`src/rtl/program_loader.sv`:
```
// ============================================================================
// program_loader : framed byte-stream boot loader for SAP-2 program RAM.
// Optional macro LOADER_CHECKSUM_EN adds a trailing checksum byte.
// Revision: 1.0
// ============================================================================
`default_nettype none

module program_loader #(
  parameter int         ADDR_WIDTH = 4,
  parameter int         DATA_WIDTH = 8,
  parameter logic [7:0] HEADER     = 8'hA5
) (
  input  logic                  clk,
  input  logic                  reset,
  input  logic [7:0]            rx_data_i,
  input  logic                  rx_valid_i,
  output logic                  rx_ready_o,
  output logic                  ram_we_o,
  output logic [ADDR_WIDTH-1:0] ram_addr_o,
  output logic [DATA_WIDTH-1:0] ram_data_o,
  output logic                  cpu_reset_o,
  output logic                  load_done_o,
  output logic                  load_error_o
);

  localparam int          CW    = ADDR_WIDTH + 1;
  localparam int unsigned DEPTH = 1 << ADDR_WIDTH;

  typedef enum logic [2:0] {
    S_IDLE  = 3'd0,
    S_LEN   = 3'd1,
    S_ADDR  = 3'd2,
    S_DATA  = 3'd3,
    S_CHECK = 3'd4,
    S_DONE  = 3'd5
  } state_t;

  state_t                state;
  state_t                next_state;
  logic [CW-1:0]         remain;
  logic [ADDR_WIDTH-1:0] ptr;
  logic                  done_q;
  logic                  error_q;

  logic take;
  logic len_ok;
  logic last_byte;
  logic hdr_take;
  logic len_load;
  logic len_bad;
  logic ptr_load;
  logic data_take;
  logic set_done;

`ifdef LOADER_CHECKSUM_EN
  logic [7:0] sum;
  logic       ck_bad;
  logic       enter_done;
`endif

  assign rx_ready_o   = (state != S_DONE);
  assign take         = rx_valid_i && rx_ready_o;
  assign len_ok       = (rx_data_i != 8'd0) && (32'(rx_data_i) <= DEPTH);
  assign last_byte    = (remain == CW'(1));
  assign load_done_o  = done_q;
  assign load_error_o = error_q;
  assign cpu_reset_o  = !done_q;

  always_ff @(posedge clk or posedge reset) begin
    if (reset) state <= S_IDLE;
    else       state <= next_state;
  end

  always_comb begin
    next_state = state;
    hdr_take   = 1'b0;
    len_load   = 1'b0;
    len_bad    = 1'b0;
    ptr_load   = 1'b0;
    data_take  = 1'b0;
`ifdef LOADER_CHECKSUM_EN
    ck_bad     = 1'b0;
    enter_done = 1'b0;
`endif
    case (state)
      S_IDLE: begin
        if (take && rx_data_i == HEADER) begin
          hdr_take   = 1'b1;
          next_state = S_LEN;
        end
      end
      S_LEN: begin
        if (take) begin
          if (len_ok) begin
            len_load   = 1'b1;
            next_state = S_ADDR;
          end else begin
            len_bad    = 1'b1;
            next_state = S_IDLE;
          end
        end
      end
      S_ADDR: begin
        if (take) begin
          ptr_load   = 1'b1;
          next_state = S_DATA;
        end
      end
      S_DATA: begin
        if (take) begin
          data_take = 1'b1;
`ifdef LOADER_CHECKSUM_EN
          if (last_byte) next_state = S_CHECK;
`else
          if (last_byte) next_state = S_DONE;
`endif
        end
      end
      S_CHECK: begin
`ifdef LOADER_CHECKSUM_EN
        if (take) begin
          if (8'(sum + rx_data_i) == 8'd0) begin
            enter_done = 1'b1;
            next_state = S_DONE;
          end else begin
            ck_bad     = 1'b1;
            next_state = S_IDLE;
          end
        end
`else
        next_state = S_IDLE;
`endif
      end
      S_DONE:  next_state = S_DONE;
      default: next_state = S_IDLE;
    endcase
  end

  // Without a checksum, done is delayed a cycle so the final write lands first.
`ifdef LOADER_CHECKSUM_EN
  assign set_done = enter_done;
`else
  assign set_done = (state == S_DONE);
`endif

  always_ff @(posedge clk or posedge reset) begin
    if (reset) begin
      ram_we_o   <= 1'b0;
      ram_addr_o <= '0;
      ram_data_o <= '0;
      ptr        <= '0;
      remain     <= '0;
      done_q     <= 1'b0;
      error_q    <= 1'b0;
`ifdef LOADER_CHECKSUM_EN
      sum        <= 8'd0;
`endif
    end else begin
      ram_we_o <= data_take;
      if (data_take) begin
        ram_addr_o <= ptr;
        ram_data_o <= DATA_WIDTH'(rx_data_i);
        ptr        <= ptr + 1'b1;
        remain     <= remain - 1'b1;
`ifdef LOADER_CHECKSUM_EN
        sum        <= sum + rx_data_i;
`endif
      end
      if (hdr_take) begin
        error_q <= 1'b0;
        remain  <= '0;
`ifdef LOADER_CHECKSUM_EN
        sum     <= 8'd0;
`endif
      end
      if (len_load) remain <= CW'(rx_data_i);
      if (ptr_load) ptr    <= ADDR_WIDTH'(rx_data_i);
`ifdef LOADER_CHECKSUM_EN
      if (len_bad || ck_bad) error_q <= 1'b1;
`else
      if (len_bad) error_q <= 1'b1;
`endif
      if (set_done) done_q <= 1'b1;
    end
  end

endmodule

`default_nettype wire
```
`config.mk`:
```
export PLATFORM = sky130hd
export DESIGN_NAME = program_loader
export DESIGN_NICKNAME = d
export VERILOG_FILES = /design/src/rtl/program_loader.sv
export SDC_FILE = /design/constraint.sdc
export NUM_CORES = 1
export LEC_CHECK = 0
export CAP_MARGIN = 20
export CORE_MARGIN = 8
export CORE_UTILIZATION = 50
export CTS_CLUSTER_SIZE = 40
export DETAILED_ROUTE_END_ITERATION = 10
export PLACE_DENSITY = 0.9
export SLEW_MARGIN = 10
export SYNTH_ARGS = -nofsm -noshare
export SYNTH_HDL_FRONTEND = slang
export SYNTH_SLANG_ARGS = --single-unit
```
`constraint.sdc`:
```
create_clock -name clk -period 1.6 [get_ports clk]
set_input_delay 0.32 -clock clk [delete_from_list [all_inputs] [get_ports clk]]
set_output_delay 0.32 -clock clk [all_outputs]
set_load 0.005 [all_outputs]
```
==> results.tsv <==
metric	value	unit
setup_violations	0	
grt_util_all_layers	15.2	%
die_y	67.8	µm
cp.arrival	1230	ps
syn_avg_cell_area	9.38	µm²
fill_cells	151	
worstMarginPinSlew	336	ps
syn_nets	157	
yosys.cell_types.count	38	
cp_max_fo	2	
cp_top_family	buffers and inverters	
dieArea	4600	µm²
slowest_stage	clkdlybuf4s50_1	
hpwl	2630	µm
synth_commonest_cells	nand2_1 (44), dfrtp_1 (27), inv_1 (8)	
fin_nets	205	
outcome	completed	
max_freq	0.644	GHz
hold_class	input port to async pin	
wl_met3	170	µm
cts.sinks	27	
viasPerCell	5.44	
dr_total_vias	1196	
diodes	0	
overflow	0	
synth_warnings	0	
routed.top_layer	met4	
syn_area	1340	µm²
async_flop_share	100	%
synth-edff-count	0	
firstDrtPassIters	5	
netlist_instances	143	
cp_cell_sequence	clkdlybuf4s50_1	
insertion_delay	320	ps
grt_pass1_vias	1230	
worstPathRequired	1280	ps
critical_path.max_stage_delay	510	ps
slew_headroom	77.6	%
crit_path_end_kind	output pin	
max_cap_viol_count	0	
rsz0062_at_grt	yes	
synth-seq-cells	27	
final_antenna_net_count	0	
synthFlopType	dfrtp_1	
row_count	18	
synth_top_area_share	50.4	%
hold_buffers	0	
cp-start-kind	flop	
p_per_area	1430	nW/µm²
drt_iter0_markers	60	
layout-drive-gt1-share	18.4	%
post_cts_buffers	0	
met1Wirelength	1390	µm
grt_max_degree	28	
fin_cells	220	
leakage	0.861	nW
synth.most_common_cell	nand2_1	
final_hold_viol_count	0	
core_area	2500	µm²
pin_count	28	
wirelength	3380	µm
route.met2.wl	1780	µm
period_share	97.0	%
start_util	53.7	%
fin_util	73.8	%
synth-seq-area-share	50.4	%
htreeDepth	1	
synth_top_area_cell	dfrtp_1	
numPortBuffers	27	
grt_first_pass_wirelength	5500	µm
ctsRootBufferMaster	clkbuf_4	
drv_slew	0	
crit_type	flop to output pin	
fin_skew	11.0	ps
whs	332	ps
place.gp.congestion	0.830	
place_inst	216	
cts_made_buffers	3	
critPathBufInv	1	
wl_per_cell	15.4	µm
cts_tree	done	
area_growth	37.5	%
clock_path_buffers	2	
cts.clk_slew.worst_paths	150	ps
antenna_found_initial	0	
finalCriticalPeriod	1550	ps
synthTopCellsByArea	dfrtp_1 (50%), nand2_1 (12%), ha_1 (2.8%)	
drc	0	
peakVddDrop	1110	µV
die_w	67.8	µm
[worst paths after layout]
check,start,endpoint,slack (ps),cells after the start
worst max-delay path,load_done_o,load_done_o,50,1
worst min-delay path,reset,remain[3],330,3
worst max register to register,remain[1],state[2],100,6
worst min register to register,ram_addr_o[0],ram_addr_o[0],500,2
max in group asynchronous,reset,ram_addr_o[0],1010,3
min in group clk,ram_addr_o[0],ram_addr_o[0],500,2
[what timing repair did]
item                                    in CTS  in global routing
resized for setup                            2                  4
pin swaps                                    0                  1
endpoints found under the setup margin       2                  6
[logic make-up (layout without fill, tap and decap cells)]
logic type	count (synthesis)	in the layout	share of synthesized area (%)
AOI/OAI and AO/OA	21	21	10.2
muxes	3	3	2.33
DFF	27	27	50.4
adders and majority gates	3	3	2.80
buffers and inverters	13	60	3.92
xor gates and xnor gates	4	4	2.61
and+or+nand+nor	72	72	27.8
[routing by layer]
metal | GRT usage [%] | vias up
li1 | - | 581
met2 | 26.3 | 35
met5 | 0 | -
met4 | 5.88 | 0
met1 | 18.1 | 574
met3 | 3.15 | 6
[per-stage QoR]
step / cell area (µm²) / setup slack [ps] / setup TNS [ps] / total power, mW
5_1_grt: 1840 / -1.12 / -1.12 / 2.81
3_5_place_dp: 1790 / -296 / -2350 / 2.35
4_1_cts: 1820 / 19.1 / 0 / 2.63
3_3_place_gp: 1790 / -247 / -1880 / 2.28
2_1_floorplan: 1340 / 177 / 0 / 1.70
6_report: 1840 / 47.7 / 0 / 2.64
[where the power goes]
part | switching (mW) | internal (mW) | total [mW] | leakage (nW)
logic | 0.550 | 0.638 | 1.19 | 0.504
clock network | 0.198 | 0.0935 | 0.292 | 0.0177
registers | 0.200 | 0.957 | 1.16 | 0.339
[cell usage in the layout, fill, tap and decap left out, types with 2 or more instances in the layout]
cell type / synthesis / final
o2bb2ai_1: 4 / 4
o21ai_1: 5 / 5
nand3_1: 3 / 3
clkbuf_4: 0 / 3
xor2_1: 2 / 2
inv_1: 8 / 8
xnor2_1: 2 / 2
nor2_1: 6 / 6
clkdlybuf4s50_1: 0 / 25
dfrtp_1: 27 / 27
dlygate4sd2_1: 0 / 2
buf_4: 0 / 19
nand2_1: 44 / 44
mux2i_1: 2 / 2
o21ai_0: 2 / 2
ha_1: 3 / 3
nand4_1: 3 / 3
a21oi_1: 4 / 4
[flip-flops by register name, indices dropped and copies added (netlist names)]
name,count
load_done_o,1
load_error_o,1
ptr,4
ram_addr_o,4
ram_data_o,8
ram_we_o,1
remain,5
state,3
[cell type report]
type / count / area, µm² / share of cell area [%]
Multi-Input combinational cell: 103 / 639 / 34.7
Inverter: 9 / 33.8 / 1.83
Sequential cell: 27 / 676 / 36.6
Clock buffer: 3 / 22.5 / 1.22
Tap cell: 30 / 37.5 / 2.04
Timing Repair Buffer: 47 / 430 / 23.3
Clock inverter: 1 / 5.00 / 0.271
(Power assumes the default switching activity.)
